===== config.mk =====
export PLATFORM = sky130hd
export DESIGN_NAME = icache
export DESIGN_NICKNAME = d
export VERILOG_FILES = /design/src/rtl/icache_pkg.sv /design/src/rtl/icache_line_store.sv /design/src/rtl/icache.sv
export SDC_FILE = /design/constraint.sdc
export NUM_CORES = 1
export LEC_CHECK = 0
export ABC_CLOCK_PERIOD_IN_PS = 6450
export CAP_MARGIN = 20
export CELL_PAD_IN_SITES_DETAIL_PLACEMENT = 0
export CELL_PAD_IN_SITES_GLOBAL_PLACEMENT = 1
export CORE_MARGIN = 4
export CORE_UTILIZATION = 48
export DETAILED_ROUTE_END_ITERATION = 12
export PLACE_DENSITY_LB_ADDON = 0.1
export RECOVER_POWER = 50
export SLEW_MARGIN = 40
export SYNTH_ARGS = -nofsm -noshare
export SYNTH_HDL_FRONTEND = slang
export SYNTH_SLANG_ARGS = --single-unit

===== constraint.sdc =====
create_clock -name clockIn -period 6.45 [get_ports clockIn]
set_input_delay 1.29 -clock clockIn [delete_from_list [all_inputs] [get_ports clockIn]]
set_output_delay 1.29 -clock clockIn [all_outputs]
set_load 0.005 [all_outputs]

===== src/rtl/icache_pkg.sv =====
// Shared types and constants for the direct-mapped instruction cache.
// Latency: n/a (declarations only).
// Backpressure: n/a.
package icache_pkg;

    // Controller state: waiting for a fetch, or waiting on a refill word.
    typedef enum logic {
        IDLE = 1'b0,
        MISS = 1'b1
    } cacheState_t;

    // Default log2 of the line count (16 lines of one 32-bit word).
    localparam int INDEX_BITS_DEFAULT = 4;

    // Fetches are word aligned, so the index starts just above the byte offset.
    localparam int INDEX_LSB = 2;

    // The tag starts directly above the index field.
    function automatic int tagLsb(input int indexBits);
        return indexBits + INDEX_LSB;
    endfunction

endpackage


===== src/rtl/icache_line_store.sv =====
// Valid/tag/data arrays for the icache, one 32-bit word per line.
// Latency: read is combinational; write lands on the next clockIn edge.
// Backpressure: none; the caller qualifies wrEn with its own enable.
module icache_line_store
    import icache_pkg::*;
#(
    parameter int INDEX_BITS = INDEX_BITS_DEFAULT,
    parameter int TAG_BITS   = 32 - INDEX_BITS - 2
) (
    input  logic                  clockIn,
    input  logic                  resetIn,
    input  logic [INDEX_BITS-1:0] rdIndex,
    output logic                  rdValid,
    output logic [TAG_BITS-1:0]   rdTag,
    output logic [31:0]           rdData,
    input  logic                  wrEn,
    input  logic [INDEX_BITS-1:0] wrIndex,
    input  logic [TAG_BITS-1:0]   wrTag,
    input  logic [31:0]           wrData
);

    localparam int LINES = 1 << INDEX_BITS;

    logic [LINES-1:0]    validBits;
    logic [TAG_BITS-1:0] tagArray  [LINES];
    logic [31:0]         dataArray [LINES];

    // Valid bits: cleared only by reset, set by a refill of that line.
    always_ff @(posedge clockIn) begin
        if (resetIn) begin
            validBits <= '0;
        end else if (wrEn) begin
            validBits[wrIndex] <= 1'b1;
        end
    end

    // Tag and data arrays carry no reset; their contents matter only once valid.
    always_ff @(posedge clockIn) begin
        if (wrEn) begin
            tagArray[wrIndex]  <= wrTag;
            dataArray[wrIndex] <= wrData;
        end
    end

    assign rdValid = validBits[rdIndex];
    assign rdTag   = tagArray[rdIndex];
    assign rdData  = dataArray[rdIndex];

endmodule


===== src/rtl/icache.sv =====
// Direct-mapped instruction cache between instruction fetch and MemoryController.
// Latency: hit delivers fetchOk one cycle after acceptance; miss one cycle after memOk.
// Backpressure: fetchFlag is held until fetchOk; readyIn low freezes all state.
module icache
    import icache_pkg::*;
#(
    parameter int INDEX_BITS = INDEX_BITS_DEFAULT
) (
    input  logic        clockIn,
    input  logic        resetIn,
    input  logic        readyIn,
    input  logic        clearIn,
    input  logic        fetchFlag,
    input  logic [31:0] fetchAddr,
    output logic        fetchOk,
    output logic [31:0] fetchInst,
    output logic        memFlag,
    output logic [31:0] memAddr,
    input  logic        memOk,
    input  logic [31:0] memData
);

    localparam int TAG_LSB  = tagLsb(INDEX_BITS);
    localparam int TAG_BITS = 32 - TAG_LSB;

    cacheState_t state, stateNext;

    // Latched miss address, word granular (byte offset is always zero).
    logic [31:2] missWord, missWordNext;
    logic        fetchOkNext;
    logic [31:0] fetchInstNext;

    logic                  lineValid;
    logic [TAG_BITS-1:0]   lineTag;
    logic [31:0]           lineData;
    logic                  lineHit;
    logic                  accept;
    logic                  fillEn;
    logic [INDEX_BITS-1:0] fetchIndex;
    logic [TAG_BITS-1:0]   fetchTag;
    logic [INDEX_BITS-1:0] missIndex;
    logic [TAG_BITS-1:0]   missTag;

    // The byte offset of a fetch address carries no information.
    logic unusedAddrBits;
    assign unusedAddrBits = ^fetchAddr[1:0];

    assign fetchIndex = fetchAddr[TAG_LSB-1:INDEX_LSB];
    assign fetchTag   = fetchAddr[31:TAG_LSB];
    assign missIndex  = missWord[TAG_LSB-1:INDEX_LSB];
    assign missTag    = missWord[31:TAG_LSB];

    icache_line_store #(
        .INDEX_BITS (INDEX_BITS),
        .TAG_BITS   (TAG_BITS)
    ) lineStore (
        .clockIn (clockIn),
        .resetIn (resetIn),
        .rdIndex (fetchIndex),
        .rdValid (lineValid),
        .rdTag   (lineTag),
        .rdData  (lineData),
        .wrEn    (fillEn),
        .wrIndex (missIndex),
        .wrTag   (missTag),
        .wrData  (memData)
    );

    assign lineHit = lineValid && (lineTag == fetchTag);

    // The delivery cycle never accepts, and a flush cycle accepts nothing.
    assign accept = (state == IDLE) && fetchFlag && !fetchOk && !clearIn;

    // A refill completes even when a flush arrives with it, so the line is usable later.
    assign fillEn = readyIn && !resetIn && (state == MISS) && memOk;

    // Drop the request in the memOk cycle so MemoryController does not start a second fetch.
    assign memFlag = (state == MISS) && !memOk;
    assign memAddr = (state == MISS) ? {missWord, 2'b00} : 32'd0;

    // Next-state and next-output decode.
    always_comb begin
        stateNext     = state;
        missWordNext  = missWord;
        fetchOkNext   = 1'b0;
        fetchInstNext = fetchInst;
        if (clearIn) begin
            stateNext = IDLE;
        end else begin
            unique case (state)
                IDLE: begin
                    if (accept) begin
                        if (lineHit) begin
                            fetchOkNext   = 1'b1;
                            fetchInstNext = lineData;
                        end else begin
                            missWordNext = fetchAddr[31:2];
                            stateNext    = MISS;
                        end
                    end
                end
                MISS: begin
                    if (memOk) begin
                        fetchOkNext   = 1'b1;
                        fetchInstNext = memData;
                        stateNext     = IDLE;
                    end
                end
                default: stateNext = IDLE;
            endcase
        end
    end

    // State, miss latch and output registers; frozen while readyIn is low.
    always_ff @(posedge clockIn) begin
        if (resetIn) begin
            state     <= IDLE;
            missWord  <= '0;
            fetchOk   <= 1'b0;
            fetchInst <= 32'd0;
        end else if (readyIn) begin
            state     <= stateNext;
            missWord  <= missWordNext;
            fetchOk   <= fetchOkNext;
            fetchInst <= fetchInstNext;
        end
    end

endmodule


Word level (Yosys, flattened, before mapping):

Memory sizes are Yosys's and may differ from the RTL's.
Index checks and enable logic that the tools add are counted.

* $add $sub $neg: 0
* multipliers: 0
* div/mod/pow operators: 0
* $lt $le $gt $ge: 3
* equal/unequal tests: 4
* shift operators: 0
* muxes and demuxes: 21
* bitwise operators: 4
* reductions and logical operators: 15

Operators by type and width (number)
* $mux W32: 4
* $pmux W32 S2: 1
* $eq A26 B26 Y1: 1
* $or A16 B16 Y16: 1
* $mux W1: 12
* $lt A4 B5 Y1 const B: 2
* $reduce_and A5 Y1: 2
* $logic_and A1 B1 Y1: 9
* $ne A2 B2 Y1 const B: 3
* $bmux W1 S4: 1
* $demux W1 S4: 1
* $ge A4 B1 Y1 const B: 1
* $logic_not A1 Y1: 4
* $pmux W1 S2: 2
* $not A1 Y1: 3

* flip-flop bits (word level): 80
* bits in latches: 0
* RAM bits: 928
* ROM bits: 0
* input bits: 70
* output and inout bits: 66
* memories: 2

Memories
* lineStore.dataArray: words 16, width 32, read ports 1, clocked after memory_dff 0, write ports 1, RTL line icache_line_store.sv:26 `logic [31:0] dataArray [LINES];`
* lineStore.tagArray: words 16, width 26, read ports 1, clocked after memory_dff 0, write ports 1, RTL line icache_line_store.sv:25 `logic [TAG_BITS-1:0] tagArray [LINES];`

Longest topological paths before layout:

* depth in word-level cells: 7
* gate-level depth with buffers: 15

By module:

Synthesis repeated with hierarchy kept, for this count alone.

* cells, all modules: 1898
* area total of the unflattened synthesis: 39107.5 um2

Modules (own cells, without submodules)
* icache_line_store: instances 1, cells an instance 1506, area an instance 35323.9 um2, seq. area each 28187.0 um2
* icache: instances 1, cells an instance 392, area an instance 3783.6 um2, seq. area each 1281.2 um2

Worst setup path before layout:

OpenSTA, ideal clock, no wires.

* path type: in2reg
* from: input memOk
* to: memory lineStore.dataArray[0][0] (enable)
* arrival time: 6.086 ns
* data required time: 5.902 ns
* setup slack: -0.183 ns
* cell stages on the path: 6
* buffers on the path: 1
* path through: and2_1 > clkbuf_1 > and3_1 > nor2b_1 > nand2b_1 > nor3_1

* word-level cells in the longest chain between the ends: 3

RTL lines
* from (decl): RTL line icache.sv:19 `input logic memOk,`
* $logic_and A1 B1 Y1: RTL line icache.sv:75 `assign fillEn = readyIn && !resetIn && (state == MISS) && memOk;`
* $mux W1: RTL line icache_line_store.sv:39 `if (wrEn) begin`
* $mux W1 (implied by the code): RTL line icache_line_store.sv:41 `dataArray[wrIndex] <= wrData;`
* to (decl): RTL line icache_line_store.sv:26

Every way passes these cells.

Worst setup path in the final report:

* from: input resetIn
* to: memory lineStore.dataArray[4][24] (enable)

* word-level cells in the longest chain between the ends: 6

RTL lines
* from (decl): RTL line icache.sv:10 `input logic resetIn,`
* $logic_not A1 Y1: RTL line icache.sv:75
* $logic_and A1 B1 Y1 (3 in a row): RTL line icache.sv:75
* $mux W1: RTL line icache_line_store.sv:39
* $mux W1 (implied by the code): RTL line icache_line_store.sv:41

Every way passes these cells.

==> results.sh <==
export IMPL_path_cells="clkbuf_1 -> clkinvlp_2 -> and3_1 -> nand3b_1 -> nor3_4 -> clkbuf_1"
export IMPL_hold_path_class="reg -> reg"
export IMPL_drt_iter0_drc=1861
export IMPL_final_period_utilization=0.809
export IMPL_std_cell_rows=106
export IMPL_cts_resized=0
export IMPL_overflow=0
export IMPL_dr_total_vias=21278
export IMPL_synth_most_common_cell="edfxtp_1"
export IMPL_synth_cell_types=60
export IMPL_clock_latency_ps=670
export IMPL_cpMaxStageDelayCell="clkinvlp_2"
export IMPL_yosys_area_top_type_share=0.690
export IMPL_syn_inst=2103
export IMPL_cts_sinks=1008
export IMPL_cts_max_level=3
export IMPL_drt_antenna_violating_nets=0
export IMPL_fin_worst_skew_ps=28.1
export IMPL_root_buffer="clkbuf_16"
export IMPL_die_x_um=298
export IMPL_dpl_hpwl_um=55400
export IMPL_crit_required_ps=6560
export IMPL_io_pins=136
export IMPL_power_share_switching=0.207
export IMPL_p_leak_nw=15.3
export IMPL_async_flop_share=0
export IMPL_critPathTopFamily="buffers and inverters"
export IMPL_first_global_vias=21960
export IMPL_drt_pass1_iter_count=6
export IMPL_layout_nets=2331
export IMPL_io_buffers=131
export IMPL_power_density_mw_per_mm2=296
export IMPL_cts_buffers=104
export IMPL_reg2reg_from="lineStore.tagArray[2][23]$_DFFE_PP_"
export IMPL_crit_fanout=35
export IMPL_timing_fmax_ghz=0.192
export IMPL_wl_um=104000
export IMPL_maxCapViolations=4
export IMPL_place_congestion=0.729
export IMPL_power_frac_clock=0.429
export IMPL_clk_pin_slew_ps=60
export IMPL_final_setup_viol_count=0
export IMPL_grt_max_degree=73
export IMPL_seqPwrFrac=0.524
export IMPL_cts_setup_buffers=0
export IMPL_period_needed_ps=5220
export IMPL_cts_tree="done"
export IMPL_clockBufferDepth=3
export IMPL_hold_viol=0
export IMPL_syn_area_mm2=0.0404
export IMPL_cp_arrival_ps=5330
export IMPL_synth_largest_area_cell="edfxtp_1"
export IMPL_ir_drop_mv=0.231
export IMPL_combPwrFrac=0.048
export IMPL_slew_headroom=-0.448
export IMPL_grt_pass1_wl_um=152000
export IMPL_switching_power_mw=2.86
export IMPL_synth_common_cells="928 x edfxtp_1, 255 x mux4_2, 80 x dfxtp_1"
export IMPL_violations="max-capacitance violations, max-slew violations"
export IMPL_dieArea_mm2=0.0888
export IMPL_drt_vias_per_instance=6.19
export IMPL_yosys_warnings=0
export IMPL_setup_tns_ps=0
export IMPL_status="complete, but fails checks"
export IMPL_crit_top_cell="clkbuf_1"
export IMPL_maxSlewViolCount=83
export IMPL_track_usage=0.234
export IMPL_internal_power_mw=11.0
export IMPL_crit_path_end_kind="flip-flop"
export IMPL_crit_start="resetIn"
export IMPL_ys_ff_latch=1008
export IMPL_drc=0
export IMPL_critPathLaunchType="input port"
export IMPL_final_cells=3439
export IMPL_synth_area_top_cells="edfxtp_1 69%, mux4_2 14%, dfxtp_1 4.0%"
export IMPL_antenna_found_initial=8
export IMPL_initial_core_util=0.483
export IMPL_cts_hold_buf=0
export IMPL_coreArea_mm2=0.0836
export IMPL_place_inst=3234
export IMPL_postSynthAreaPerCell_um2=19.2
export IMPL_path_buf_inv=3
export IMPL_wire_per_inst_um=30.2
export IMPL_ys_seq_area_frac=0.730
export IMPL_crit_type="in -> reg"
export IMPL_critPathMaxStageDelay_ps=1700
export IMPL_die_h_um=298
export IMPL_synth_flop_cell="edfxtp_1"
export IMPL_layout_drive_gt1_share=0.215
export IMPL_hp_start="lineStore.validBits[0]$_SDFFE_PP0P_"
export IMPL_worstMarginPinSlew_ps=2160
export IMPL_area_delta_synth_final_pct=15.6
export IMPL_rsz0062_at_grt="false"
export IMPL_synth_edff_count=928
## stage by stage
step           setup WS [ps]  power [mW]  cell area, um^2  hold WS (ps)  utilization
2_1_floorplan           1410        7.75            40400           435            -
3_3_place_gp            1130        8.03            43200           442        0.517
3_5_place_dp            1060        8.05            43300           456        0.518
4_1_cts                 1750        14.0            46700           470        0.559
5_1_grt                 1010        14.3            46700           496        0.559
6_report                1230        13.8            46700           467        0.559
## layer usage
layer  track usage  vias up  part of all wire
met5             0        -          0.000067
met4        0.0574        2             0.020
met3        0.0407      155             0.063
met2         0.390      727              0.50
met1         0.325    11428              0.41
li1              -     8966                 -
## cells in the final DEF, fill, tap and decap left out, types with 20 or more instances in the layout
cell type / synthesis / final
a2bb2oi_1: 30 / 30
and2_1: 36 / 35
and3_1: 40 / 40
buf_4: 12 / 40
clkbuf_1: 62 / 35
clkbuf_16: 0 / 107
clkbuf_8: 0 / 20
clkdlybuf4s50_1: 0 / 61
dfxtp_1: 80 / 80
dlygate4sd3_1: 0 / 65
edfxtp_1: 928 / 928
inv_1: 37 / 36
mux2i_1: 59 / 59
mux4_2: 255 / 255
nand2_1: 42 / 42
nand3_1: 67 / 67
nand4_1: 63 / 63
nor2_1: 55 / 48
nor2b_1: 39 / 39
o211ai_1: 64 / 64
o21ai_0: 34 / 34
## final cells by class
cell class                 count  area [um^2]
tap                         1080         1350
timing repair buffer         199         2100
sequential                  1008        29500
clock inverter                39          347
multi-input combinational    910        10200
antenna                        7         17.5
clock buffer                 158         3060
inverter                      38          149
fill                        6358        36900
## worst reg2reg max path, cell delays in order, from the launching register on
cell	delay (ps)
edfxtp_1	370
mux4_2	470
mux4_2	480
xnor2_1	250
nand2_1	180
or3_1	450
a2111oi_4	370
buf_12	430
and3_1	350
o311a_1	180
## final timing paths
path              cells after the start                                    to  slack (ps)
hold reg to reg                       2   lineStore.validBits[0]$_SDFFE_PP0P_         470
hold / removal                        2   lineStore.validBits[0]$_SDFFE_PP0P_         470
setup / recovery                      6  lineStore.dataArray[4][24]$_DFFE_PP_        1230
setup reg to reg                      9                  fetchOk$_SDFFE_PP0P_        2860
## registers in the layout (all words and copies together), names as in the netlist
register             cells
fetchInst               32
fetchOk                  1
lineStore.dataArray    512
lineStore.tagArray     416
lineStore.validBits     16
missWord                30
state                    1
## power groups by stage
stage | sequential (mW) | combinational [mW] | clock (mW)
2_1_floorplan | 7.34 | 0.409 | 0
3_3_place_gp | 7.37 | 0.658 | 0
3_5_place_dp | 7.38 | 0.672 | 0
4_1_cts | 7.24 | 0.675 | 6.04
5_1_grt | 7.24 | 0.706 | 6.33
6_report | 7.24 | 0.659 | 5.92
## cells by family (layout without fill, tap and decap cells)
| group | count (synthesis) | after routing | share of synthesized area |
|---|---|---|---|
| xor+xnor | 35 | 35 | 0.00759 |
| buf+inv | 186 | 434 | 0.0217 |
| flops | 1008 | 1008 | 0.730 |
| compound gates | 176 | 176 | 0.0322 |
| mux | 318 | 318 | 0.158 |
| other cells | 1 | 9 | 0.0000929 |
| simple gates | 379 | 379 | 0.0508 |
Power figures use the tool's default switching activity.
